File: config.mk
export PLATFORM = sky130hd
export DESIGN_NAME = wb_result_stage
export DESIGN_NICKNAME = d
export VERILOG_FILES = /design/src/rtl/wb_pkg.sv /design/src/rtl/wb_result_stage_load_fmt.sv /design/src/rtl/wb_result_stage.sv
export SDC_FILE = /design/constraint.sdc
export NUM_CORES = 1
export LEC_CHECK = 0
export BUFFER_PORTS_ARGS = -buffer_cell sky130_fd_sc_hd__buf_2
export CAP_MARGIN = 20
export CORE_MARGIN = 2
export CORE_UTILIZATION = 49
export CTS_CLUSTER_SIZE = 25
export DETAILED_ROUTE_END_ITERATION = 10
export MAX_ROUTING_LAYER = met4
export PLACE_DENSITY = 0.78
export SYNTH_ARGS = -nofsm -noshare
export SYNTH_HDL_FRONTEND = slang
export SYNTH_HIERARCHICAL = 1
export SYNTH_SLANG_ARGS = --single-unit
File: constraint.sdc
create_clock -name clk -period 2 [get_ports clk]
set_input_delay 0 -clock clk [delete_from_list [all_inputs] [get_ports clk]]
set_output_delay 0 -clock clk [all_outputs]
set_load 0.01 [all_outputs]
File: src/rtl/wb_pkg.sv
// rtl/wb_pkg.sv - shared writeback-stage source indices, load sizes and entry type
package wb_pkg;

  // Result-source indices; values above WB_SRC_IMM are user-defined sources
  localparam int WB_SRC_ALU = 0;
  localparam int WB_SRC_MEM = 1;
  localparam int WB_SRC_PC4 = 2;
  localparam int WB_SRC_IMM = 3;

  // Load-size encodings
  localparam logic [1:0] LD_B = 2'b00;
  localparam logic [1:0] LD_H = 2'b01;
  localparam logic [1:0] LD_W = 2'b10;
  localparam logic [1:0] LD_D = 2'b11;

  // Entry fields are sized for the widest supported build (XLEN<=64, RD_W<=8);
  // narrower builds zero-extend on entry and slice on exit.
  localparam int WB_XLEN_MAX = 64;
  localparam int WB_RD_W_MAX = 8;

  typedef struct packed {
    logic [WB_XLEN_MAX-1:0] result;
    logic [WB_RD_W_MAX-1:0] rd;
    logic                   we;
  } wb_entry_t;

endpackage

File: src/rtl/wb_result_stage_load_fmt.sv
// rtl/wb_result_stage_load_fmt.sv - wb_load_fmt: combinational load-data lane select, mask and extend
import wb_pkg::*;

module wb_load_fmt #(
  parameter int XLEN = 32
) (
  input  logic [XLEN-1:0] data,
  input  logic [1:0]      size,
  input  logic            ld_unsigned,
  input  logic [2:0]      addr_lo,
  output logic [XLEN-1:0] result
);

  logic [2:0]      lane;
  logic [XLEN-1:0] shifted;
  logic [XLEN-1:0] mask;
  logic            sbit;

  // Shift the addressed lane down, keep the sized field, then sign/zero extend
  always_comb begin
    lane    = (XLEN == 32) ? {1'b0, addr_lo[1:0]} : addr_lo;
    shifted = data >> {lane, 3'b000};
    mask    = XLEN'(32'hFFFF_FFFF);
    sbit    = shifted[31];
    case (size)
      LD_B: begin
        mask = XLEN'(8'hFF);
        sbit = shifted[7];
      end
      LD_H: begin
        mask = XLEN'(16'hFFFF);
        sbit = shifted[15];
      end
      LD_D: begin
        // dword only exists on 64-bit builds; 32-bit builds treat it as word
        if (XLEN == 64) begin
          mask = '1;
          sbit = shifted[XLEN-1];
        end
      end
      default: ;
    endcase
    result = shifted & mask;
    if (!ld_unsigned && sbit) result = result | ~mask;
  end

endmodule

File: src/rtl/wb_result_stage.sv
// rtl/wb_result_stage.sv - registered writeback result stage with 2-entry skid (optional WB_BYPASS_EN forwarding ports)
import wb_pkg::*;

module wb_result_stage #(
  parameter  int XLEN  = 32,
  parameter  int NSRC  = 4,
  parameter  int RD_W  = 5,
  localparam int SEL_W = (NSRC > 1) ? $clog2(NSRC) : 1
) (
  input  logic                 clk,
  input  logic                 rst_n,
  input  logic                 in_valid,
  output logic                 in_ready,
  input  logic [SEL_W-1:0]     in_sel,
  input  logic [NSRC*XLEN-1:0] in_data,
  input  logic [1:0]           in_ld_size,
  input  logic                 in_ld_unsigned,
  input  logic [2:0]           in_addr_lo,
  input  logic [RD_W-1:0]      in_rd,
  input  logic                 in_we,
`ifdef WB_BYPASS_EN
  output logic                 byp_valid,
  output logic [RD_W-1:0]      byp_rd,
  output logic [XLEN-1:0]      byp_data,
`endif
  output logic                 out_valid,
  input  logic                 out_ready,
  output logic [XLEN-1:0]      out_result,
  output logic [RD_W-1:0]      out_rd,
  output logic                 out_we
);

  // Builds with fewer than two sources have no load path; point it at source 0
  localparam int MEM_IDX = (NSRC > WB_SRC_MEM) ? WB_SRC_MEM : 0;

  logic [XLEN-1:0] src_data;
  logic [XLEN-1:0] ld_data;
  logic [XLEN-1:0] sel_result;
  logic            sel_ok;
  wb_entry_t       new_entry;

  wb_entry_t main_q, main_d;
  wb_entry_t skid_q, skid_d;
  logic      main_valid_q, main_valid_d;
  logic      skid_valid_q, skid_valid_d;
  logic      unused_entry_bits;

  wb_load_fmt #(.XLEN(XLEN)) u_load_fmt (
    .data        (in_data[MEM_IDX*XLEN +: XLEN]),
    .size        (in_ld_size),
    .ld_unsigned (in_ld_unsigned),
    .addr_lo     (in_addr_lo),
    .result      (ld_data)
  );

  // Source mux; out-of-range selects give a zero result that never writes
  always_comb begin
    src_data = '0;
    for (int k = 0; k < NSRC; k++) begin
      if (in_sel == SEL_W'(k)) src_data = in_data[k*XLEN +: XLEN];
    end
    sel_ok     = ({1'b0, in_sel} < (SEL_W+1)'(NSRC));
    sel_result = '0;
    if (sel_ok) sel_result = (in_sel == SEL_W'(WB_SRC_MEM)) ? ld_data : src_data;
    new_entry        = '0;
    new_entry.result = WB_XLEN_MAX'(sel_result);
    new_entry.rd     = WB_RD_W_MAX'(in_rd);
    new_entry.we     = in_we & sel_ok & (in_rd != '0);
  end

  // Main/skid control: main loads when free or draining, skid catches the rest
  always_comb begin
    main_d       = main_q;
    skid_d       = skid_q;
    main_valid_d = main_valid_q;
    skid_valid_d = skid_valid_q;
    if (skid_valid_q) begin
      // in_ready is low here, so no new input can arrive this cycle
      if (out_ready) begin
        main_d       = skid_q;
        main_valid_d = 1'b1;
        skid_valid_d = 1'b0;
      end
    end else if (in_valid) begin
      if (!main_valid_q || out_ready) begin
        main_d       = new_entry;
        main_valid_d = 1'b1;
      end else begin
        skid_d       = new_entry;
        skid_valid_d = 1'b1;
      end
    end else if (main_valid_q && out_ready) begin
      main_valid_d = 1'b0;
    end
  end

  // State registers; reset discards anything in flight
  always_ff @(posedge clk or negedge rst_n) begin
    if (!rst_n) begin
      main_q       <= '0;
      skid_q       <= '0;
      main_valid_q <= 1'b0;
      skid_valid_q <= 1'b0;
    end else begin
      main_q       <= main_d;
      skid_q       <= skid_d;
      main_valid_q <= main_valid_d;
      skid_valid_q <= skid_valid_d;
    end
  end

  assign in_ready          = ~skid_valid_q;
  assign out_valid         = main_valid_q;
  assign out_result        = main_q.result[XLEN-1:0];
  assign out_rd            = main_q.rd[RD_W-1:0];
  assign out_we            = main_q.we;
  assign unused_entry_bits = ^main_q;

`ifdef WB_BYPASS_EN
  assign byp_valid = main_valid_q & main_q.we;
  assign byp_rd    = main_q.rd[RD_W-1:0];
  assign byp_data  = main_q.result[XLEN-1:0];
`endif

endmodule

==> metrics.md <==
| Metric | Value |
|---|---|
| Sw Share | `31.6%` |
| First-pass GRT wire length | `22.7 mm` |
| Combinational family with the most area after synthesis | `multiplexers` |
| Area Overhead vs Synth | `30.5%` |
| Simple-Gate Fraction of Synth Area | `9.67%` |
| Required time of the worst setup path | `2.27 ns` |
| Post-Synthesis Cells | `381` |
| Final HPWL DP | `11.3 mm` |
| Final WS setup | `0.101 ns` |
| Synth Area in XOR/XNOR | `0%` |
| Yosys warnings | `6` |
| Worst-Skew Late Latency | `0.34 ns` |
| RSZ-0062 raised after global routing | `no` |
| Post-synth net total | `527` |
| Yosys cell types | `35` |
| Fmax | `527 MHz` |
| R2r startpoint | `skid_valid_q` |
| Non-Filler Instances | `~700` |
| Final wirelength | `14.8 mm` |
| Drt first pass iters | `4` |
| Area leader, netlist | `dfrtp_1` |
| Worst Reg-to-Reg Cells | `5` |
| Root buf cell | `clkbuf_8` |
| Max-cap viol count | `0` |
| Clk sinks | `78` |
| Slew @ Worst Pin | `0.626 ns` |
| Final min period | `1.90 ns` |
| Global route total overflow | `0` |
| Clock share of power | `23.0%` |
| Total CTS buffers | `9` |
| Detailed Route Iter0 Violations | `between 200 and 250` |
| R2R Setup Slk | `0.10 ns` |
| Die area | `roughly 10000 um2` |
| Drt wl/cell | `20.7 um` |
| Yosys top cell area share | `41.4%` |
| CP Class | `reg -> reg` |
| #FFs+latches synth | `78` |
| # placed instances | `687` |
| Clock buffer depth | `2` |
| Worst Setup Slack post-DPL | `-0.139 ns` |
| Die Y | `102 um` |
| Post-CTS sizing | `0` |
| Worst hold path class | `in -> reg` |
| Compound-cell area share of the yosys netlist | `13.9%` |
| CP Max Fanout | `18` |
| WHS Endpoint | `out_result[26]` |
| Post-synthesis sequential area ratio | `41.4%` |
| Filler cells | `approximately 760` |
| Status | `finished clean` |
| Period utilisation layout | `95.0%` |
| Hold Vio Cnt, Final | `0` |
| Final instance area | `6150 um2` |
| Final Core Density | `66.2%` |
| Setup Viol. Count Final | `0` |
| Initial Utilization | `50.7%` |
| Switch Pwr | `1600 uW` |
| Leakage Power | `0.00301 uW` |
| Synth area leaders | `dfrtp_1 41%, mux4_2 14%, mux2_2 8.8%` |
| Power Dens Cells | `827 nW/um2` |
| Gr usage total | `29.9%` |
| Worst EP arrival | `2.17 ns` |
| Antenna Nets Post-Route | `0` |
| Routed vias | `4246` |
| Fin nets | `724` |
| Layout cells sized above 1 | `52.2%` |
| CTS clock-pin slew for the worst setup and hold paths | `0.08 ns` |
| Hold Startpoint | `in_data[26]` |
| Slew Viols, Final | `0` |
| Relative slew slack | `58.2%` |
| Crit. End Element | `flip-flop` |
| Internal power | `around 3500 uW` |
| Initial antenna violation count | `4` |
| Total power | `5090 uW` |
| I/O pin total | `186` |
| H-tree depth | `3` |
| Worst vdd rail ir drop | `386 uV` |
| Vias in the first global route | `4265` |
| Multiplexer area fraction after synthesis | `30.1%` |
| CTS tree | `built` |
| Post-place instance area | `5860 um2` |
| Area share of fa/ha/maj cells after synthesis | `0%` |
| Syn_area_per_cell | `12.4 um2` |
| Avg Vias per Cell | `5.94` |
| Post-route DRC | `0` |
| # rows | `35` |
| Setup crit start kind | `flip-flop` |
| Hold path cells | `3` |
| Die X | `between 100 and 150 um` |
| Clock Skew | `~0.0068 ns` |
| Register share of total power | `between 40 and 50%` |
| Postcts setup bufs | `0` |
| Part of the power in combinational logic | `approximately a third` |
| Largest net degree at the start of global routing | `47` |
| # port buffers | `184` |
| RR Endpoint | `skid_q[0]` |
| Mapped Area | `4710 um2` |
| RePlAce Congestion | `around 0.95` |
| Hold_buf cts | `9` |
| Core footprint | `between 9000 and 10000 um2` |
-- layout make-up --
cell class	instances	area (um2)	area share [%]
multi-input combinational	262	2530	41.2
sequential	78	1950	31.8
timing repair buffer	223	1290	21.0
tap	129	161	2.63
clock buffer	10	128	2.08
clock inverter	5	61.3	0.998
inverter	4	15.0	0.244
antenna	4	10.0	0.163
-- through the flow --
step	TNS, ns	hold WS, ns
after CTS	0	0.108
after global placement	-0.0827	0.0513
after global routing	0	0.126
after detailed placement	-1.39	0.0534
final	0	0.121
after floorplan	0	-0.296
-- power groups by stage --
stage	Clock (uW)	Combinational [uW]	Sequential (uW)
2_1_floorplan	0	876	2340
3_3_place_gp	0	1560	2280
3_5_place_dp	0	1610	2310
4_1_cts	1190	1630	2280
5_1_grt	1240	1750	2330
6_report	1170	1630	2280
-- worst max path at each step --
stage / startpoint / endpoint / slack (ns) / cells after the start
3_3_place_gp: in_addr_lo[0] / out_result[31] / -0.04 / 8
4_1_cts: skid_valid_q / skid_q[0] / 0.13 / 5
5_1_grt: skid_valid_q / skid_q[0] / 0.02 / 5
6_report: skid_valid_q / skid_q[0] / 0.10 / 5
3_5_place_dp: in_addr_lo[0] / out_result[31] / -0.14 / 8
2_1_floorplan: in_addr_lo[0] / out_result[31] / 0.22 / 8
-- cells in the mapped netlist, drive strengths merged --
cell,instances
dfrtp,78
mux2,37
and3,33
a221o,32
mux4,32
mux2i,26
buf,25
a21oi,19
nor2,19
nand2,18
a211oi,14
clkbuf,12
o21ai,10
nor2b,8
inv,4
o211ai,3
nand2b,2
a21boi,1
a311oi,1
a31oi,1
and2,1
and4bb,1
nand3b,1
o21bai,1
or2,1
or4,1
-- worst max-delay path, stage by stage (launching register included) --
cell,delay (ns)
dfrtp_1,0.45
and4bb_2,0.33
buf_4,0.26
o211ai_1,0.14
dlygate4sd3_1,0.57
o21ai_0,0.07
-- flip-flops by register name (all words and copies together), names as in the netlist --
| register | count |
|---|---|
| skid_valid_q | 1 |
| out_result | 32 |
| out_valid | 1 |
| out_we | 1 |
| skid_q | 38 |
| out_rd | 5 |
-- layout by cell type (no fill, tap or decap), drive strengths merged, types with 2 or more instances in the layout --
master,Yosys,final
nor2,19,19
o211ai,3,3
a21oi,19,19
dfrtp,78,78
and3,33,33
clkinvlp,0,3
inv,4,4
nand2b,2,2
mux2,37,37
nor2b,8,8
clkbuf,12,10
o21ai,10,10
mux2i,26,26
nand2,18,18
buf,25,214
mux4,32,32
dlygate4sd3,0,9
a221o,32,32
a211oi,14,14
diode,0,4
-- per-layer routing --
layer	up-vias	share of wire [%]	GRT usage, %
met4	0	3.5	13.7
met1	2087	42	39.7
met2	231	48	46.3
li1	1892	-	-
met5	-	0	-
met3	36	6.9	3.56
-- logic make-up (layout without fill, tap and decap cells) --
group | count (synthesis) | in the layout
AOI/OAI and AO/OA | 82 | 82
muxes | 95 | 95
and+or+nand+nor | 85 | 85
buffers and inverters | 41 | 242
DFF | 78 | 78
other | 0 | 4
Power figures use the tool's default switching activity.
